`src/rtl/seg_pkg.sv`:
```
// Shared definitions for the seven-segment frame decoder: glyph codes,
// FSM states and the glyph-to-nibble decoder.
package seg_pkg;

    localparam logic [6:0] GLYPH_0     = 7'h3F;
    localparam logic [6:0] GLYPH_1     = 7'h06;
    localparam logic [6:0] GLYPH_2     = 7'h5B;
    localparam logic [6:0] GLYPH_3     = 7'h4F;
    localparam logic [6:0] GLYPH_4     = 7'h66;
    localparam logic [6:0] GLYPH_5     = 7'h6D;
    localparam logic [6:0] GLYPH_6     = 7'h7D;
    localparam logic [6:0] GLYPH_7     = 7'h07;
    localparam logic [6:0] GLYPH_8     = 7'h7F;
    localparam logic [6:0] GLYPH_9     = 7'h6F;
    localparam logic [6:0] GLYPH_A     = 7'h77;
    localparam logic [6:0] GLYPH_B     = 7'h7C;
    localparam logic [6:0] GLYPH_C     = 7'h39;
    localparam logic [6:0] GLYPH_D     = 7'h5E;
    localparam logic [6:0] GLYPH_E     = 7'h79;
    localparam logic [6:0] GLYPH_F     = 7'h71;
    localparam logic [6:0] GLYPH_BLANK = 7'h00;

    typedef enum logic {COLLECT, PUBLISH} state_t;

    // Returns {valid, nibble}; a blank digit decodes as a valid zero.
    function automatic logic [4:0] glyph_to_nibble(input logic [6:0] g);
        logic [4:0] r;
        case (g)
            GLYPH_0:     r = {1'b1, 4'h0};
            GLYPH_1:     r = {1'b1, 4'h1};
            GLYPH_2:     r = {1'b1, 4'h2};
            GLYPH_3:     r = {1'b1, 4'h3};
            GLYPH_4:     r = {1'b1, 4'h4};
            GLYPH_5:     r = {1'b1, 4'h5};
            GLYPH_6:     r = {1'b1, 4'h6};
            GLYPH_7:     r = {1'b1, 4'h7};
            GLYPH_8:     r = {1'b1, 4'h8};
            GLYPH_9:     r = {1'b1, 4'h9};
            GLYPH_A:     r = {1'b1, 4'hA};
            GLYPH_B:     r = {1'b1, 4'hB};
            GLYPH_C:     r = {1'b1, 4'hC};
            GLYPH_D:     r = {1'b1, 4'hD};
            GLYPH_E:     r = {1'b1, 4'hE};
            GLYPH_F:     r = {1'b1, 4'hF};
            GLYPH_BLANK: r = {1'b1, 4'h0};
            default:     r = {1'b0, 4'h0};
        endcase
        return r;
    endfunction

endpackage

```
`src/rtl/seg_stable_sampler.sv`:
```
// Registers the (polarity-corrected) scan inputs and emits one capture strobe
// per stable period once they have held for SETTLE_CYCLES cycles.
module seg_stable_sampler #(
    parameter int SETTLE_CYCLES = 2
) (
    input  logic       clk1,
    input  logic       rst_n,
    input  logic [7:0] an,
    input  logic [7:0] seg,
    output logic       cap_stb,
    output logic [7:0] cap_an,
    output logic [7:0] cap_seg
);

    localparam logic [3:0] SETTLE = 4'(SETTLE_CYCLES);

    logic [7:0] s_an;
    logic [7:0] s_seg;
    logic [3:0] cnt;
    logic       same;

    // Comparing the incoming value to the register equals comparing the
    // register's next value with its current one.
    assign same = ({an, seg} == {s_an, s_seg});

    always_ff @(posedge clk1 or negedge rst_n) begin
        if (!rst_n) begin
            s_an  <= '0;
            s_seg <= '0;
            cnt   <= '0;
        end else begin
            s_an  <= an;
            s_seg <= seg;
            if (!same)
                cnt <= '0;
            else if (cnt != SETTLE)
                cnt <= cnt + 4'd1;
        end
    end

    // Fires on the edge where cnt reaches SETTLE; saturation keeps it one-shot.
    assign cap_stb = same && (cnt == SETTLE - 4'd1);
    assign cap_an  = s_an;
    assign cap_seg = s_seg;

endmodule

```
`src/rtl/seg_frame_decoder.sv`:
```
// Reconstructs the eight hex digits shown on a multiplexed seven-segment scan
// and publishes them as one frame once every position has been captured.
module seg_frame_decoder
    import seg_pkg::*;
#(
    parameter int SETTLE_CYCLES = 2,
    parameter bit ACTIVE_LOW    = 1'b1
) (
    input  logic        clk1,
    input  logic        rst_n,
    input  logic [7:0]  AN,
    input  logic [7:0]  SEG,
    output logic [31:0] frame_value,
    output logic [7:0]  frame_dp,
    output logic        frame_valid,
    output logic        frame_err
);

    logic [7:0]      an_in;
    logic [7:0]      seg_in;
    logic            cap_stb;
    logic [7:0]      cap_an;
    logic [7:0]      cap_seg;
    logic [4:0]      dec;
    logic            an_any;
    logic            an_multi;
    logic [7:0]      cap_mask;
    logic            cap_err;
    logic [7:0][3:0] shadow;
    logic [7:0]      shadow_dp;
    logic [7:0]      seen;
    logic            err_sticky;
    state_t          state;

    assign an_in  = ACTIVE_LOW ? ~AN  : AN;
    assign seg_in = ACTIVE_LOW ? ~SEG : SEG;

    seg_stable_sampler #(.SETTLE_CYCLES(SETTLE_CYCLES)) u_sampler (
        .clk1    (clk1),
        .rst_n   (rst_n),
        .an      (an_in),
        .seg     (seg_in),
        .cap_stb (cap_stb),
        .cap_an  (cap_an),
        .cap_seg (cap_seg)
    );

    assign dec      = glyph_to_nibble(cap_seg[6:0]);
    assign an_any   = |cap_an;
    assign an_multi = |(cap_an & (cap_an - 8'd1));
    assign cap_mask = (cap_stb && an_any && !an_multi) ? cap_an : 8'h00;
    assign cap_err  = cap_stb && (an_multi || (an_any && !dec[4]));

    always_ff @(posedge clk1 or negedge rst_n) begin
        if (!rst_n) begin
            shadow    <= '0;
            shadow_dp <= '0;
        end else begin
            for (int i = 0; i < 8; i++) begin
                if (cap_mask[i]) begin
                    shadow[i]    <= dec[3:0];
                    shadow_dp[i] <= cap_seg[7];
                end
            end
        end
    end

    // A capture on the publishing edge seeds the next frame rather than being lost.
    always_ff @(posedge clk1 or negedge rst_n) begin
        if (!rst_n) begin
            state       <= COLLECT;
            seen        <= '0;
            err_sticky  <= 1'b0;
            frame_value <= '0;
            frame_dp    <= '0;
            frame_valid <= 1'b0;
            frame_err   <= 1'b0;
        end else begin
            frame_valid <= 1'b0;
            case (state)
                COLLECT: begin
                    if (seen == 8'hFF) begin
                        frame_value <= shadow;
                        frame_dp    <= shadow_dp;
                        frame_err   <= err_sticky;
                        frame_valid <= 1'b1;
                        seen        <= cap_mask;
                        err_sticky  <= cap_err;
                        state       <= PUBLISH;
                    end else begin
                        seen       <= seen | cap_mask;
                        err_sticky <= err_sticky | cap_err;
                    end
                end
                PUBLISH: begin
                    seen       <= seen | cap_mask;
                    err_sticky <= err_sticky | cap_err;
                    state      <= COLLECT;
                end
                default: state <= COLLECT;
            endcase
        end
    end

endmodule

```
`config.mk`:
```
export PLATFORM = sky130hd
export DESIGN_NAME = seg_frame_decoder
export DESIGN_NICKNAME = d
export VERILOG_FILES = /design/src/rtl/seg_pkg.sv /design/src/rtl/seg_stable_sampler.sv /design/src/rtl/seg_frame_decoder.sv
export SDC_FILE = /design/constraint.sdc
export NUM_CORES = 1
export LEC_CHECK = 0
export CORE_UTILIZATION = 50
export DETAILED_ROUTE_END_ITERATION = 6
export DONT_BUFFER_PORTS = 1
export GPL_TIMING_DRIVEN = 0
export HOLD_SLACK_MARGIN = 0.05
export SLEW_MARGIN = 10
export SYNTH_ARGS = -nofsm -noshare
export SYNTH_HDL_FRONTEND = slang
export SYNTH_HIERARCHICAL = 1
export SYNTH_SLANG_ARGS = --single-unit
```
`constraint.sdc`:
```
create_clock -name clk1 -period 5.2 [get_ports clk1]
set_clock_uncertainty 0.15 [all_clocks]
set_input_delay 1.3 -clock clk1 [delete_from_list [all_inputs] [get_ports clk1]]
set_output_delay 1.3 -clock clk1 [all_outputs]
set_load 0.03 [all_outputs]
```
-- Word level (Yosys, flattened, before mapping)
Cells that the tools add are included.
- register bits: 112
- bits in latches: 0
- bits in writable memories: 0
- bits in read-only memories: 0
- input bits: 18
- output and inout port bits: 42
- logic and storage cells: 79
- memories kept: 0
- add/subtract/negate cells: 2
- multiply operators: 0
- div/mod/pow operators: 0
- $lt $le $gt $ge: 0
- equal/unequal tests: 21
- shift-type cells: 0
- muxes and demuxes: 11
- bitwise logic cells: 6
- reduce and logical (&&, ||, !) cells: 13
- operators with widths (kind ; count):
    equality test 7 bit, second input constant ; 12
    one-hot mux 5 bit (16 select lines) ; 1
    equality test 16 bit ; 1
    two-way mux 8 bit ; 2
    NOT 8 bit ; 2
    one-hot mux 8 bit (2 select lines) ; 1
    OR reduction 8 bit ; 2
    equality test 7 x 3 -> 1 bit, second input constant ; 2
    equality test 7 x 6 -> 1 bit, second input constant ; 2
    bitwise AND 8 bit ; 1
    equality test 8 bit, second input constant ; 1
    two-way mux 4 bit ; 2
    bitwise OR 8 bit ; 1
    subtractor 8 x 1 -> 8 bit, second input constant ; 1
    logical NOT 7 bit ; 1
    logical AND 1 bit ; 5
    adder 4 x 1 -> 4 bit, second input constant ; 1
    equality test 4 x 1 -> 1 bit, second input constant ; 1
    inequality test 4 x 2 -> 1 bit, second input constant ; 1
    one-hot mux 1 bit (2 select lines) ; 2
    two-way mux 1 bit ; 3
    logical NOT 1 bit ; 2
    inequality test 2 bit, second input constant ; 1
    AND reduction 2 bit ; 1
    4 further kinds ; 4

-- Depth between registers and ports, before layout
- depth after elaboration: 10
- gate-level depth with buffers: 9
- mapped depth without buffers: 9

-- Hierarchy
Netlist, hierarchy kept.
- by module, submodules not included (module ; times used ; cells an instance ; area an instance (sq um) ; seq. area each (sq um)):
    seg_frame_decoder ; 1 ; 384 ; 3895.0 ; 2277.2
    seg_stable_sampler ; 1 ; 58 ; 803.3 ; 500.5

-- Least setup slack after synthesis
Ideal clock, no wire load.
- path type: input port to flip-flop
- start point: input AN[2]
- end point: register shadow[4] (netlist name)
- library setup time: 125 ps
- arrival time: 3080 ps
- data required time: 4925 ps
- path slack: 1845 ps
- cell stages on the path: 9
- buffers on the path: 0
- cell sequence: inv_1 -> xnor2_1 -> nand4_1 -> nor4_2 -> and3_1 -> inv_1 -> nor4_1 -> nand3b_1 -> mux2_2
- word-level cells in the longest chain between the ends: 6
- ends and longest elaborated chain (element ; RTL line ; source):
    start: declaration ; seg_frame_decoder.sv:11 ; input logic [7:0] AN,
    NOT 8 bit ; seg_frame_decoder.sv:35 ; assign an_in = ACTIVE_LOW ? ~AN : AN;
    equality test 16 bit ; seg_stable_sampler.sv:24 ; assign same = ({an, seg} == {s_an, s_seg});
    logical AND 1 bit ; seg_stable_sampler.sv:42 ; assign cap_stb = same && (cnt == SETTLE - 4'd1);
    named net cap_stb ; seg_frame_decoder.sv:21 ; logic cap_stb;
    logical AND 1 bit (2 in series) ; seg_frame_decoder.sv:51 ; assign cap_mask = (cap_stb && an_any && !an_multi) ? cap_an : 8'h00;
    two-way mux 8 bit ; seg_frame_decoder.sv:51 ;
    end signal: indexed assignment ; seg_frame_decoder.sv:61 ; shadow[i] <= dec[3:0];
    end: declaration ; seg_frame_decoder.sv:29 ; logic [7:0][3:0] shadow;
The timed path passes the listed nets, and every way through them passes these cells.
A chain may end at the register's enable or synchronous reset.

-- Final worst setup path
- start point: input AN[2]
- end point: register shadow_dp[5]
- word-level cells in the longest chain between the ends: 6
- ends and longest elaborated chain (element ; RTL line ; source):
    NOT 8 bit ; seg_frame_decoder.sv:35 ;
    equality test 16 bit ; seg_stable_sampler.sv:24 ;
    logical AND 1 bit ; seg_stable_sampler.sv:42 ;
    named net cap_stb ; seg_frame_decoder.sv:21 ;
    logical AND 1 bit (2 in series) ; seg_frame_decoder.sv:51 ;
    two-way mux 8 bit ; seg_frame_decoder.sv:51 ;
    end signal: indexed assignment ; seg_frame_decoder.sv:62 ; shadow_dp[i] <= cap_seg[7];
    end: declaration ; seg_frame_decoder.sv:30 ; logic [7:0] shadow_dp;
The timed path passes the listed nets, and every way through them passes these cells.

==> flow_metrics.tcl <==
set metrics [dict create \
    async_flop_share 1.00 \
    ys_seq_elements 111 \
    syn_avg_cell_area_sq_um 10.6 \
    worst_pin_slew_ns 1.04 \
    post-cts-setup-buffers 0 \
    cellPowerDensity_mw_per_mm2 296 \
    drc_errors 0 \
    combPwrFrac 0.031 \
    wl_per_cell_um 15.7 \
    synth_fp_nets 463 \
    hold_buffers 0 \
    clk_pin_slew_ns 0.11 \
    critPathKind "in2reg" \
    synth_common_cells "147 x nand2_1, 111 x dfrtp_1, 40 x mux2_2, 23 x inv_1, 18 x xnor2_1" \
    yosysSeqAreaShare 0.591 \
    postSynthCellCount 442 \
    fin_crit_ns 3.60 \
    use_met3 0.0411 \
    clk_path_buf_depth 2 \
    endpoint_kind "flip-flop" \
    drive_above_1_share 0.146 \
    path_max_fanout 6 \
    vdd_drop_max_mv 0.161 \
    grt_pass1_vias 3025 \
    routed_wl_um 8950 \
    num_antenna_cells 0 \
    dpl_worst_slack_ns 1.19 \
    p_int_mw 1.16 \
    antenna_left 0 \
    crit_required_ns 5.31 \
    grt_overflow 0 \
    synth_cell_types 47 \
    grt_util_met1 0.270 \
    status "completed" \
    p_leak_nw 2.60 \
    cts_resized 0 \
    hold_class "reg2reg" \
    period_share 0.693 \
    synth_top_flop_cell "dfrtp_1" \
    yosys.area.top_type "dfrtp_1" \
    power.total_mw 1.50 \
    p_switching_mw 0.334 \
    grt_pass1_wl_um 14900 \
    clk_latency_ns 0.37 \
    whs_ns 0.319 \
    core_area_sq_mm 0.00915 \
    crit_path_start_kind "primary input" \
    switching_share 0.223 \
    cap_violations 0 \
    setup-tns-final_ns 0 \
    portBuffers 0 \
    seqPwrFrac 0.586 \
    syn_area_sq_mm 0.00470 \
    synth_edf_count 0 \
    start_util 0.513 \
    grt_max_degree 112 \
    rows 35 \
    synth_top_area_share 0.591 \
    dieArea_sq_mm 0.00979 \
    area_growth_syn_to_layout_pct 7.83 \
    htreeDepth 3 \
    fin_area_sq_mm 0.00507 \
    cts_inserted_buffers 9 \
    clockRootBuffer "clkbuf_8" \
    clock-sinks 111 \
    routabilityCongestion 0.797 \
    setup_slack_ns 1.60 \
    grt_use_met2 0.320 \
    fin_nets 474 \
    die_width_um 98.9 \
    clock.fmax_ghz 0.278 \
    cts_tree "done" \
    pin_count 60 \
    crit_arrival_ns 3.71 \
    drt_first_pass_iters 4 \
    dr_total_vias 3058 \
    grt_antenna_before_repair 0 \
    dp_hpwl_um 6120 \
    maxSlewViolCount 0 \
    slew_headroom 0.302 \
    finalHoldViolCount 0 \
    post_drt_via_cell_ratio 5.37 \
    grt_usage 0.199 \
    ys_warn_count 6 \
    synth_area_leaders "dfrtp_1 59%, nand2_1 12%, mux2_2 9.6%" \
    synth.most_common_cell "nand2_1" \
    finalSetupViolations 0 \
    first_iter_violations 137 \
    grt_setup_unrepaired "no" \
    clkPwrFrac 0.383 \
    grt-busiest-layer "met2" \
    placed_area_sq_mm 0.00484 \
    die_h_um 98.9 \
]
-- layout make-up --
type | count | area (sq um)
clock buffers | 9 | 124
fillers | 837 | 4090
multi-input cells | 289 | 1760
well taps | 111 | 139
clock inverters | 7 | 105
flip-flops and latches | 111 | 2780
inverters | 24 | 90.1
plain buffers | 18 | 68.8
-- cell families (layout without fill, tap and decap cells) --
family                     count (synthesis)  count (layout)  synth area share
adders and majority gates                  4               4            0.0101
DFF                                      111             111             0.591
xor gates and xnor gates                  20              20            0.0373
muxes                                     40              40            0.0959
and+or+nand+nor                          201             201             0.193
AOI/OAI and AO/OA                         24              24            0.0391
buffers and inverters                     42              58            0.0338
-- critical path, cell delays in order --
cell and delay (ns):
inv_1 0.04, xnor2_1 0.19, nand4_1 0.17, nor4_2 0.52, and3_1 0.33, inv_1 0.13, nor4_1 0.33, nand3b_1 0.34
mux2_2 0.37
-- cell usage in the layout, fill, tap and decap left out, types with 2 or more instances in the layout --
cell type    n
a31oi_1      2
bufinv_16    2
o21ai_0      4
o211ai_1     3
nand3_1     11
o22ai_1      2
xor2_1       2
nand4_1      4
clkbuf_8     9
nand2b_1     5
inv_1       23
nand4b_1     2
dfrtp_1    111
and2_2       2
mux2_2      40
nor2_1       6
ha_1         3
nand2_1    147
or4_1        3
xnor2_1     18
nor4_1       4
clkinv_4     3
and3_1       2
o32a_1       2
clkbuf_1    17
nand3b_1     3
nor3_1       3
-- metal layers --
metal / vias to the layer above / part of all wire
met1: 1497 / 0.48
met5: - / 0
met3: 13 / 0.037
met2: 70 / 0.47
met4: 0 / 0.017
li1: 1478 / -
-- state kept, by name, summed over array words and instances (netlist names) --
signal             count
frame_err              1
u_sampler/cap_an       8
err_sticky             1
shadow                32
frame_valid            1
frame_value           32
frame_dp               8
u_sampler/cap_seg      8
seen                   8
u_sampler/cnt          4
shadow_dp              8
-- final timing paths --
path,startpoint,end,slack (ns),depth (start not counted)
max,AN[2],shadow_dp[5],1.60,9
min,shadow_dp[6],frame_dp[6],0.32,2
max reg2reg,u_sampler/cap_an[2],shadow_dp[5],2.07,8
min reg2reg,shadow_dp[6],frame_dp[6],0.32,2
max in group asynchronous,rst_n,u_sampler/cap_an[1],4.29,0
min in group asynchronous,rst_n,frame_value[3],0.45,0
-- power by group through the flow --
stage	registers, mW	clock network [mW]	logic [mW]
4_1_cts	0.878	0.592	0.0468
3_3_place_gp	0.895	0	0.0456
2_1_floorplan	0.893	0	0.0369
3_5_place_dp	0.895	0	0.0467
6_report	0.878	0.574	0.0465
5_1_grt	0.880	0.620	0.0514
-- per-stage QoR --
stage,cells,util
final,569,0.554
after detailed placement,553,0.529
after global routing,569,0.554
after CTS,569,0.554
after global placement,553,0.529
after floorplan,442,-
Note: power is estimated with default switching activity, not from simulation.
